**src/rtl/multicycle_divider_pkg.sv**
```systemverilog
// JZJCoreFTypes: shared types and constants for the multi-cycle divider.
package JZJCoreFTypes;

    typedef enum logic [1:0] {
        IDLE,
        DIVIDE,
        FINISH
    } DivState_t;

    typedef enum logic [2:0] {
        OP_DIV  = 3'b100,
        OP_DIVU = 3'b101,
        OP_REM  = 3'b110,
        OP_REMU = 3'b111
    } DivOp_t;

    localparam int DIV_LATENCY = 34;

endpackage

```
**src/rtl/multicycle_divider_sign_fixup.sv**
```systemverilog
// divider_sign_fixup: picks quotient or remainder and restores its sign.
module divider_sign_fixup
    import JZJCoreFTypes::*;
(
    input  logic [31:0] quotient_i,
    input  logic [31:0] remainder_i,
    input  DivOp_t      op_i,
    input  logic        neg_quo_i,
    input  logic        neg_rem_i,
    output logic [31:0] result_o
);

    always_comb begin
        result_o = (op_i == OP_DIV || op_i == OP_DIVU)
                 ? (neg_quo_i ? -quotient_i : quotient_i)
                 : (neg_rem_i ? -remainder_i : remainder_i);
    end

endmodule

```
**src/rtl/multicycle_divider.sv**
```systemverilog
// multicycle_divider: radix-2 restoring divider for RV32M DIV/DIVU/REM/REMU.
// Define JZJCOREF_DIV_EARLY_OUT_EN to finish divide-by-zero and signed overflow without iterating.
module multicycle_divider
    import JZJCoreFTypes::*;
#(
    parameter int ITERATIONS = 32
) (
    input  logic        clock,
    input  logic        reset,
    input  logic        start,
    input  logic [2:0]  funct3,
    input  logic [31:0] dividend,
    input  logic [31:0] divisor,
    input  logic [4:0]  rdAddressIn,
    output logic        busy,
    output logic [31:0] rd,
    output logic [4:0]  rdAddress,
    output logic        rdWriteEnable
);

    if (ITERATIONS != 32) begin : g_bad_iterations
        $error("multicycle_divider: ITERATIONS must be 32");
    end

    localparam logic [4:0] CNT_INIT = 5'(ITERATIONS - 1);

    DivState_t   state_q, state_d;
    DivOp_t      op_q, op_d;
    logic [4:0]  addr_q, addr_d;
    logic [4:0]  cnt_q, cnt_d;
    logic [31:0] rem_q, rem_d;
    logic [31:0] quo_q, quo_d;
    logic [31:0] dvs_q, dvs_d;
    logic [31:0] rd_q, rd_d;
    logic        neg_quo_q, neg_quo_d;
    logic        neg_rem_q, neg_rem_d;
    logic        we_q, we_d;
    logic        busy_q, busy_d;

    logic        is_signed;
    logic [31:0] dvd_mag, dvs_mag;
    logic [32:0] shifted;
    logic [31:0] trial;
    logic        ge;
    logic [31:0] result;

    divider_sign_fixup u_fixup (
        .quotient_i (quo_q),
        .remainder_i(rem_q),
        .op_i       (op_q),
        .neg_quo_i  (neg_quo_q),
        .neg_rem_i  (neg_rem_q),
        .result_o   (result)
    );

    always_comb begin
        is_signed = ~funct3[0];
        dvd_mag   = (is_signed && dividend[31]) ? -dividend : dividend;
        dvs_mag   = (is_signed && divisor[31]) ? -divisor : divisor;
        shifted   = {rem_q, quo_q[31]};
        trial     = shifted[31:0] - dvs_q;
        // a successful trial always leaves a value below the divisor, so 32 bits suffice
        ge        = shifted >= {1'b0, dvs_q};
        state_d   = state_q;
        op_d      = op_q;
        addr_d    = addr_q;
        cnt_d     = cnt_q;
        rem_d     = rem_q;
        quo_d     = quo_q;
        dvs_d     = dvs_q;
        rd_d      = rd_q;
        neg_quo_d = neg_quo_q;
        neg_rem_d = neg_rem_q;
        we_d      = 1'b0;
        case (state_q)
            IDLE: if (start) begin
                op_d      = DivOp_t'(funct3);
                addr_d    = rdAddressIn;
                dvs_d     = dvs_mag;
                quo_d     = dvd_mag;
                rem_d     = '0;
                neg_quo_d = is_signed && (dividend[31] ^ divisor[31]) && (divisor != '0);
                neg_rem_d = is_signed && dividend[31];
                cnt_d     = CNT_INIT;
                state_d   = DIVIDE;
`ifdef JZJCOREF_DIV_EARLY_OUT_EN
                if (divisor == '0 || (is_signed && dividend == 32'h8000_0000 && divisor == '1)) begin
                    quo_d   = (divisor == '0) ? '1 : 32'h8000_0000;
                    rem_d   = (divisor == '0) ? dvd_mag : '0;
                    state_d = FINISH;
                end
`endif
            end
            DIVIDE: begin
                rem_d   = ge ? trial : shifted[31:0];
                quo_d   = {quo_q[30:0], ge};
                cnt_d   = cnt_q - 5'd1;
                state_d = (cnt_q == '0) ? FINISH : DIVIDE;
            end
            FINISH: begin
                rd_d    = result;
                we_d    = 1'b1;
                state_d = IDLE;
            end
            default: state_d = IDLE;
        endcase
        // busy also covers the write cycle, when the state has already returned to IDLE
        busy_d = (state_d != IDLE) || (state_q == FINISH);
    end

    always_ff @(posedge clock or negedge reset) begin
        if (!reset) begin
            state_q   <= IDLE;
            op_q      <= DivOp_t'(3'b000);
            addr_q    <= '0;
            cnt_q     <= '0;
            rem_q     <= '0;
            quo_q     <= '0;
            dvs_q     <= '0;
            rd_q      <= '0;
            neg_quo_q <= 1'b0;
            neg_rem_q <= 1'b0;
            we_q      <= 1'b0;
            busy_q    <= 1'b0;
        end else begin
            state_q   <= state_d;
            op_q      <= op_d;
            addr_q    <= addr_d;
            cnt_q     <= cnt_d;
            rem_q     <= rem_d;
            quo_q     <= quo_d;
            dvs_q     <= dvs_d;
            rd_q      <= rd_d;
            neg_quo_q <= neg_quo_d;
            neg_rem_q <= neg_rem_d;
            we_q      <= we_d;
            busy_q    <= busy_d;
        end
    end

    assign busy          = busy_q;
    assign rd            = rd_q;
    assign rdAddress     = addr_q;
    assign rdWriteEnable = we_q;

endmodule

```
**config.mk**
```make
export PLATFORM = sky130hd
export DESIGN_NAME = multicycle_divider
export DESIGN_NICKNAME = d
export VERILOG_FILES = /design/src/rtl/multicycle_divider_pkg.sv /design/src/rtl/multicycle_divider_sign_fixup.sv /design/src/rtl/multicycle_divider.sv
export SDC_FILE = /design/constraint.sdc
export NUM_CORES = 1
export LEC_CHECK = 0
export CAP_MARGIN = 20
export CELL_PAD_IN_SITES_DETAIL_PLACEMENT = 0
export CELL_PAD_IN_SITES_GLOBAL_PLACEMENT = 1
export CORE_MARGIN = 3
export CORE_UTILIZATION = 30
export CTS_CLUSTER_DIAMETER = 100
export DETAILED_ROUTE_END_ITERATION = 10
export GPL_ROUTABILITY_DRIVEN = 0
export PLACE_DENSITY_LB_ADDON = 0.1
export SYNTH_ARGS = -nofsm -noshare
export SYNTH_HDL_FRONTEND = slang
export SYNTH_SLANG_ARGS = --single-unit
```
**constraint.sdc**
```tcl
create_clock -name clock -period 4.6 [get_ports clock]
set_input_delay 1.38 -clock clock [delete_from_list [all_inputs] [get_ports clock]]
set_output_delay 1.38 -clock clock [all_outputs]
set_load 0.01 [all_outputs]
```
### Yosys cells after proc, flatten, opt, wreduce, memory -nomap -nowiden

Cells that the tools add are included.

| cells by class | value |
|---|---|
| $add $sub $neg | 6 |
| $mul | 0 |
| divide/modulo/power cells | 0 |
| order comparisons | 1 |
| equality and inequality tests | 5 |
| shift-type cells | 0 |
| muxes and demuxes | 16 |
| bitwise gates (word level) | 2 |
| reduce and logical (&&, ||, !) cells | 13 |

Operator list:

| cell | number |
|---|---|
| 32-bit 2-to-1 mux | 8 |
| 32-bit negation | 4 |
| 32-bit case mux with 2 select lines | 2 |
| 33-bit by 32-bit greater-or-equal comparator with 1-bit output | 1 |
| 32-bit nonzero test | 1 |
| 32-bit subtractor | 1 |
| 5-bit case mux with 2 select lines | 1 |
| 3-bit equality test, second input constant | 2 |
| 5-bit logical NOT | 1 |
| 5-bit 2-to-1 mux | 1 |
| 5-bit by 1-bit subtractor with 5-bit output, second input constant | 1 |
| 1-bit logical AND | 4 |
| 2-bit 2-to-1 mux | 2 |
| 2-bit case mux with 2 select lines | 1 |
| 2-bit AND reduction | 2 |
| 2-bit nonzero test | 2 |
| 2-bit by 1-bit equality test with 1-bit output, second input constant | 1 |
| 2-bit equality test, second input constant | 1 |
| 2-bit logical NOT | 1 |
| 1-bit logical OR | 2 |
| 2-bit inequality test, second input constant | 1 |
| 1-bit 2-to-1 mux | 1 |
| 1-bit inverter | 1 |
| 1-bit XOR | 1 |

| storage, ports and cells | value |
|---|---|
| register bits | 147 |
| bits in latches | 0 |
| bits in writable memories | 0 |
| bits in read-only memories | 0 |
| bits of input ports | 75 |
| output and inout port bits | 39 |
| logic and storage cells | 55 |
| memories kept | 0 |

### Depth between registers and ports, before layout

Gate-level depths: netlist of run 1.

| depth | value |
|---|---|
| depth in word-level cells | 5 |
| mapped depth | 13 |
| mapped depth without buffers | 13 |

### Cells and area by module

Synthesis of run 1 repeated with hierarchy kept, for this count alone.

| unflattened totals | value |
|---|---|
| cells, all modules | 1219 |
| area total of the unflattened synthesis | 10561.4 sq um |

Modules (own cells, without submodules):

| module | instances | cells each | area an instance (sq um) |
|---|---|---|---|
| multicycle_divider | 1 | 970 | 8767.2 |
| divider_sign_fixup | 1 | 249 | 1794.2 |

### Worst setup path after synthesis of run 1

Ideal clock, no wire load.

| timing path | value |
|---|---|
| path type | input port to flip-flop |
| start point | in dividend[8] |
| end point | reg quo_q[29] |
| library setup time | 0.130 ns |
| arrival time | 3.677 ns |
| required time | 4.470 ns |
| setup slack | 0.793 ns |
| stages | 8 |
| path buffers | 0 |
| cell sequence | or4_1 or4_4 nor3_2 nand2_1 or4_1 o41ai_2 xor2_1 o21ai_1 |

| between the ends | value |
|---|---|
| cells in the longest elaborated chain, start to end | 4 |

Ends and longest elaborated chain:

| element | line | source |
|---|---|---|
| start: declaration | multicycle_divider.sv:12 | `input logic [31:0] dividend,` |
| 32-bit negation | multicycle_divider.sv:58 | `dvd_mag = (is_signed && dividend[31]) ? -dividend : dividend;` |
| 32-bit 2-to-1 mux | multicycle_divider.sv:58 |  |
| 32-bit 2-to-1 mux | multicycle_divider.sv:76 | `IDLE: if (start) begin` |
| 32-bit case mux with 2 select lines | multicycle_divider.sv:75 | `case (state_q)` |
| end signal: assignment | multicycle_divider.sv:131 | `quo_q <= quo_d;` |
| end: declaration | multicycle_divider.sv:32 | `logic [31:0] quo_q, quo_d;` |

No other way between the ends. The select of a mux whose other input is x is not followed.
A chain may end at the register's enable or synchronous reset.

### Worst setup path after layout of run 1

| timing path | value |
|---|---|
| start point | in divisor[2] |
| end point | reg dvs_q[27] |

| between the ends | value |
|---|---|
| cells in the longest elaborated chain, start to end | 2 |

Ends and longest elaborated chain:

| element | line | source |
|---|---|---|
| start: declaration | multicycle_divider.sv:13 | `input logic [31:0] divisor,` |
| 32-bit negation | multicycle_divider.sv:59 | `dvs_mag = (is_signed && divisor[31]) ? -divisor : divisor;` |
| 32-bit 2-to-1 mux | multicycle_divider.sv:59 |  |
| end signal: assignment | multicycle_divider.sv:132 | `dvs_q <= dvs_d;` |
| end: declaration | multicycle_divider.sv:33 | `logic [31:0] dvs_q, dvs_d;` |

No other way between the ends.

==> results of run 1 <==
[cells in the final DEF, fill, tap and decap left out, types with 17 or more instances in the layout]
cell,Yosys,layout
nand2_1,205,205
buf_4,1,27
nor3_1,41,41
a22oi_1,27,27
ha_1,38,38
clkdlybuf4s50_1,0,112
o211ai_1,19,19
dfrtp_1,146,146
o31ai_1,41,41
nor4_1,17,17
a21oi_1,70,70
nor2_1,79,79
inv_1,58,58
clkbuf_16,0,17
xor2_1,69,69
xnor2_1,76,76
o21ai_0,126,126
o21ai_1,33,33
[sequential cells by signal, summed over array words and instances, names as in the netlist]
name,flops
busy,1
cnt_q,5
dvs_q,32
neg_quo_q,1
neg_rem_q,1
op_q,2
quo_q,32
rd,32
rdAddress,5
rdWriteEnable,1
rem_q,32
state_q,2
[per-stage QoR]
stage          std cells  power [mW]  hold slack, ns  setup slack, ns
2_1_floorplan       1295        6.67           0.437            0.793
3_3_place_gp        1812        8.49           0.456            0.168
3_5_place_dp        1812        8.50           0.459            0.162
4_1_cts             1844        9.92           0.476            0.620
5_1_grt             1844        10.8           0.492            0.379
6_report            1844        9.84           0.470            0.611
[cells in the mapped netlist (4+ instances only)]
library cell and n:
o31ai_1 41, nor2b_1 9, a211oi_1 6, clkbuf_1 61, xnor2_1 76, nand3_1 11, or4_1 15, a21o_1 5
ha_1 38, o21ai_1 33, or2_2 5, a41oi_1 4, or3_1 12, and3_1 6, xor2_1 69, o41ai_1 13
a22oi_1 27, nor2_1 79, nand2b_1 16, nor4_1 17, nand4_1 5, nand2_1 205, or4_4 4, a21oi_1 70
a31oi_1 4, a221o_1 16, nor3_1 41, o211ai_1 19, buf_1 9, inv_1 58, o21ai_0 126, dfrtp_1 146
[final cells by class]
class                      count  area (um^2)  area share
clock inverter                14          131      0.0103
multi-input combinational   1018         6340       0.499
sequential                   146         3650       0.288
clock buffer                  18          439      0.0346
timing repair buffer         141         1360       0.107
tap                          448          561      0.0441
inverter                      59          221      0.0174
[logic make-up (layout without fill, tap and decap cells)]
kind of cell	after synthesis	in the layout
adders and majority gates	39	39
buffers and inverters	131	232
DFF	146	146
AOI/OAI and AO/OA	389	389
muxes	4	4
xor gates and xnor gates	145	145
and+or+nand+nor	441	441
[report_power, final]
part	internal, mW	switching (mW)	leakage [nW]
registers	1.84	0.786	1.80
clock network	0.766	0.622	0.275
logic	2.51	3.32	3.00
[metal layers]
| layer | GRT usage | vias to the layer above |
|---|---|---|
| li1 | - | 4796 |
| met1 | 0.294 | 4653 |
| met2 | 0.291 | 149 |
| met3 | 0.0300 | 18 |
| met4 | 0.0347 | 0 |
| met5 | 0 | - |
[worst min-delay path, delay by kind of cell, from the launching register on]
| kind | cells | cell delay, ns |
|---|---|---|
| DFF | 1 | 0.34 |
| and+or+nand+nor | 2 | 0.10 |
[worst paths after layout]
check	from	endpoint	slack, ns
hold / removal	op_q[1]	op_q[1]	0.47
hold reg to reg	op_q[1]	op_q[1]	0.47
min in group asynchronous	reset	op_q[2]	0.90
setup reg to reg	quo_q[31]	rem_q[30]	0.94
setup / recovery	divisor[2]	dvs_q[27]	0.61
max in group asynchronous	reset	rem_q[23]	2.78
==> flow_metrics.env, run 1 <==
export IMPL_clockRootBuffer="clkbuf_16"
export IMPL_grt_setup_unrepaired="false"
export IMPL_globalRoute_totalOverflow=0
export IMPL_htreeDepth=4
export IMPL_antenna_found_initial=1
export IMPL_clockBufferDepth=2
export IMPL_worstMarginPinSlew_ns=1.06
export IMPL_cts_sinks=146
export IMPL_worstPathCellList="clkdlybuf4s50_1 -> or4_1 -> or3_1 -> or4_1 -> nor3_2 -> nand2_1 -> o41ai_1 -> xor2_1 -> o21ai_1"
export IMPL_drt_iter0_markers=623
export IMPL_avgSynthCellArea_um2=8.09
export IMPL_synthMuxAreaShare=0.00394
export IMPL_drc=0
export IMPL_async_flop_share=1.00
export IMPL_hpwlAfterDp_um=26300
export IMPL_path_clk_slew_ns=0.06
export IMPL_place_area_mm2=0.0121
export IMPL_grt_pass1_vias=9244
export IMPL_cts_buffers_inserted=17
export IMPL_start_kind="input port"
export IMPL_worstPathRequired_ns=4.90
export IMPL_cts_tree="yes"
export IMPL_min_path_cells=2
export IMPL_grt_usage=0.193
export IMPL_post_drt_via_cell_ratio=5.21
export IMPL_fmax_mhz=251
export IMPL_core_area_mm2=0.0340
export IMPL_fin_crit_ns=3.99
export IMPL_finalCritPeriodShare=0.867
export IMPL_worstPathArrival_ns=4.28
export IMPL_seq_area_frac_synth=0.349
export IMPL_antenna_left=0
export IMPL_worst_setup_path_type="input port to flip-flop"
export IMPL_tns_ns=0
export IMPL_rows=67
export IMPL_post_cts_resized=0
export IMPL_grt_pass1_wl_um=55600
export IMPL_start_util=0.309
export IMPL_skew_ns=0.0163
export IMPL_synth_cell_types=64
export IMPL_dr_pass1_iters=5
export IMPL_drt_wl_total_um=34800
export IMPL_crit_fanout=4
export IMPL_wire_per_inst_um=18.9
export IMPL_vias=9616
export IMPL_status="finished clean"
export IMPL_nets=1497
export IMPL_synth_top_area_frac=0.349
export IMPL_post_route_util=0.374
export IMPL_synth_top_area_cell="dfrtp_1"
export IMPL_ys_top_cells_by_area="dfrtp_1, nand2_1, xnor2_1"
export IMPL_synth_edff_count=0
export IMPL_path_common_cell="or4_1"
export IMPL_power_density_mw_per_mm2=775
export IMPL_rr_worst_depth=14
export IMPL_synthAdderAreaFrac=0.0473
export IMPL_clk_latency_ns=0.45
export IMPL_synthSimpleGateAreaFrac=0.197
export IMPL_fill_cells=3591
export IMPL_slew_viol_final=0
export IMPL_n_antenna_cell=0
export IMPL_ios=114
export IMPL_fin_area_mm2=0.0127
export IMPL_finalHoldViolCount=0
export IMPL_area_delta_synth_final_pct=21.2
export IMPL_die_area_mm2=0.0372
export IMPL_relSlewSlack=0.294
export IMPL_dieWidth_um=193
export IMPL_crit_family="simple AND/OR/NAND/NOR gates"
export IMPL_yosysWarningCount=0
export IMPL_synth_top_family_by_area="compound AO/OA/AOI/OAI gates"
export IMPL_grt_max_degree=87
export IMPL_setup_violations=0
export IMPL_synth_compound_area_frac=0.235
export IMPL_route_met2_wl_um=15200
export IMPL_syn_inst=1295
export IMPL_mappedNetlistNets=1409
export IMPL_leakage_nw=5.08
export IMPL_drive_gt1_frac=0.0609
export IMPL_hold_buffers=0
export IMPL_syn_area_mm2=0.0105
export IMPL_worst_path_max_delay_cell="or4_1"
export IMPL_postCtsSetupRepairBufs=0
export IMPL_worstHoldPathType="flip-flop to flip-flop"
export IMPL_drv_cap=0
export IMPL_die_h_um=193
export IMPL_ys_seq_elements=146
export IMPL_ys_flop_type="dfrtp_1"
export IMPL_met3_length_um=970
export IMPL_critPathBufInv=1
export IMPL_crit_cells=9
export IMPL_numPortBuffers=113
export IMPL_wl_met1_um=18400
export IMPL_max_stage_delay_ns=0.61
export IMPL_highest_layer="met4"
export IMPL_endpoint_kind="flip-flop"
export IMPL_synth_xor_area_frac=0.121
export IMPL_ir_drop_mv=0.353
Note: power is estimated with default switching activity, not from simulation.
==> inputs of run 2 (changes only) <==
--- a/config.mk
+++ b/config.mk
@@ -14,6 +14,7 @@
 export DETAILED_ROUTE_END_ITERATION = 10
 export GPL_ROUTABILITY_DRIVEN = 0
 export PLACE_DENSITY_LB_ADDON = 0.1
+export REMOVE_ABC_BUFFERS = 1
 export SYNTH_ARGS = -nofsm -noshare
 export SYNTH_HDL_FRONTEND = slang
 export SYNTH_SLANG_ARGS = --single-unit
==> flow_metrics.env, run 2 (synthesis results as in run 1) <==
export IMPL_worstPathArrival_ns=4.33
export IMPL_hold_buffers=0
export IMPL_drt_iter0_markers=520
export IMPL_finalCritPeriodShare=0.876
export IMPL_htreeDepth=4
export IMPL_hold_ws_ns=0.469
export IMPL_crit_fanout=4
export IMPL_postCtsSetupRepairBufs=0
export IMPL_numPortBuffers=113
export IMPL_seqPwrFrac=0.268
export IMPL_grt_max_degree=72
export IMPL_endpoint_kind="flip-flop"
export IMPL_ir_drop_mv=0.336
export IMPL_p_comb_frac=0.583
export IMPL_wire_per_inst_um=17.5
export IMPL_post_drt_via_cell_ratio=5.14
export IMPL_clkPwrFrac=0.149
export IMPL_ios=114
export IMPL_path_clk_slew_ns=0.06
export IMPL_final_cell_mix="nand2_1, dfrtp_1, o21ai_0"
export IMPL_grt_usage=0.178
export IMPL_clockRootBuffer="clkbuf_16"
export IMPL_drt_wl_total_um=32300
export IMPL_netSwitchingFraction=0.464
export IMPL_die_h_um=193
export IMPL_p_int_mw=5.22
export IMPL_antenna_found_initial=0
export IMPL_drv_cap=0
export IMPL_globalRoute_totalOverflow=0
export IMPL_slew_viol_final=0
export IMPL_final_common_cell="nand2_1"
export IMPL_die_area_mm2=0.0372
export IMPL_start_kind="input port"
export IMPL_grt_setup_unrepaired="false"
export IMPL_dr_pass1_iters=5
export IMPL_drc=0
export IMPL_fin_crit_ns=4.03
export IMPL_leakage_nw=5.09
export IMPL_power_density_mw_per_mm2=764
export IMPL_n_antenna_cell=0
export IMPL_rr_worst_depth=14
export IMPL_clockBufferDepth=2
export IMPL_relSlewSlack=0.283
export IMPL_skew_ns=0.0123
export IMPL_core_area_mm2=0.0340
export IMPL_post_cts_resized=0
export IMPL_hpwlAfterDp_um=24300
export IMPL_clk_latency_ns=0.43
export IMPL_fmax_mhz=248
export IMPL_nets=1499
export IMPL_antenna_left=0
export IMPL_finalHoldViolCount=0
export IMPL_vias=9489
export IMPL_rows=67
export IMPL_cts_sinks=146
export IMPL_cts_tree="yes"
export IMPL_status="finished clean"
export IMPL_worstMarginPinSlew_ns=1.08
export IMPL_min_path_cells=2
export IMPL_dieWidth_um=193
export IMPL_setup_violations=0
export IMPL_grt_pass1_vias=9375
export IMPL_worstPathRequired_ns=4.90
export IMPL_grt_pass1_wl_um=52100
export IMPL_area_delta_synth_final_pct=21.6
export IMPL_worst_setup_path_type="input port to flip-flop"
export IMPL_cts_buffers_inserted=17
export IMPL_tns_ns=0
export IMPL_drive_gt1_frac=0.0622
export IMPL_power_switching_mw=4.52
export IMPL_worstHoldPathType="flip-flop to flip-flop"
export IMPL_start_util=0.309
==> run 2: changes by cell type in the layout (fill, tap and decap cells not counted) <==
cell / change
buf_4: +2
bufinv_16: +2
clkbuf_1: +2
inv_6: -2
clkbuf_8: -1
clkinv_4: -1
clkinvlp_4: +1
inv_8: -1
nor2_1: -1
nor2_2: +1
nor2b_1: -1
nor2b_2: +1
==> run 2: stage by stage <==
stage | std cells | cell area [um^2] | power [mW] | util | worst slack (ns)
after detailed placement | 1814 | 12200 | 8.35 | 0.358 | 0.126
after CTS | 1846 | 12700 | 9.86 | 0.375 | 0.598
after global routing | 1846 | 12700 | 10.7 | 0.375 | 0.410
after global placement | 1814 | 12200 | 8.33 | 0.358 | 0.192
after floorplan | 1223 | 10200 | 6.59 | - | 0.729
final | 1846 | 12700 | 9.73 | 0.375 | 0.570
==> run 2: metal layers <==
layer  track usage  vias up  share of wire
li1              -     4782              -
met1         0.244     4556           0.48
met2         0.299      128           0.48
met3        0.0227       23          0.021
met4        0.0417        0          0.013
met5             0        -              0
==> run 2: critical path, stage by stage <==
cell and delay [ns]:
clkdlybuf4s50_1 0.45, or4_1 0.61, or4_4 0.49, nor3_2 0.27, nand2_1 0.15, or4_1 0.48
o31ai_1 0.26, xor2_1 0.17, o21ai_1 0.07
==> run 2: path summary, 6_finish.rpt <==
path / end / slack, ns / start
worst max-delay path: quo_q[28] / 0.57 / dividend[8]
worst min-delay path: op_q[1] / 0.47 / op_q[1]
worst max register to register: rem_q[30] / 0.94 / quo_q[31]
worst min register to register: op_q[1] / 0.47 / op_q[1]
max in group asynchronous: rem_q[6] / 2.79 / reset
min in group asynchronous: busy / 0.95 / reset
==> run 2: area by class of cell <==
| cell class | instances | area, um^2 |
|---|---|---|
| Clock buffer | 19 | 433 |
| Clock inverter | 13 | 161 |
| Fill cell | 3603 | 21200 |
| Inverter | 59 | 221 |
| Multi-Input combinational cell | 1018 | 6340 |
| Sequential cell | 146 | 3650 |
| Tap cell | 448 | 561 |
| Timing Repair Buffer | 143 | 1370 |
==> run 2: power groups by stage <==
stage	Sequential, mW	Clock [mW]	Combinational, mW
4_1_cts	2.61	1.49	5.76
3_5_place_dp	2.63	0	5.73
5_1_grt	2.70	1.54	6.44
3_3_place_gp	2.63	0	5.70
6_report	2.61	1.45	5.67
2_1_floorplan	2.38	0	4.21
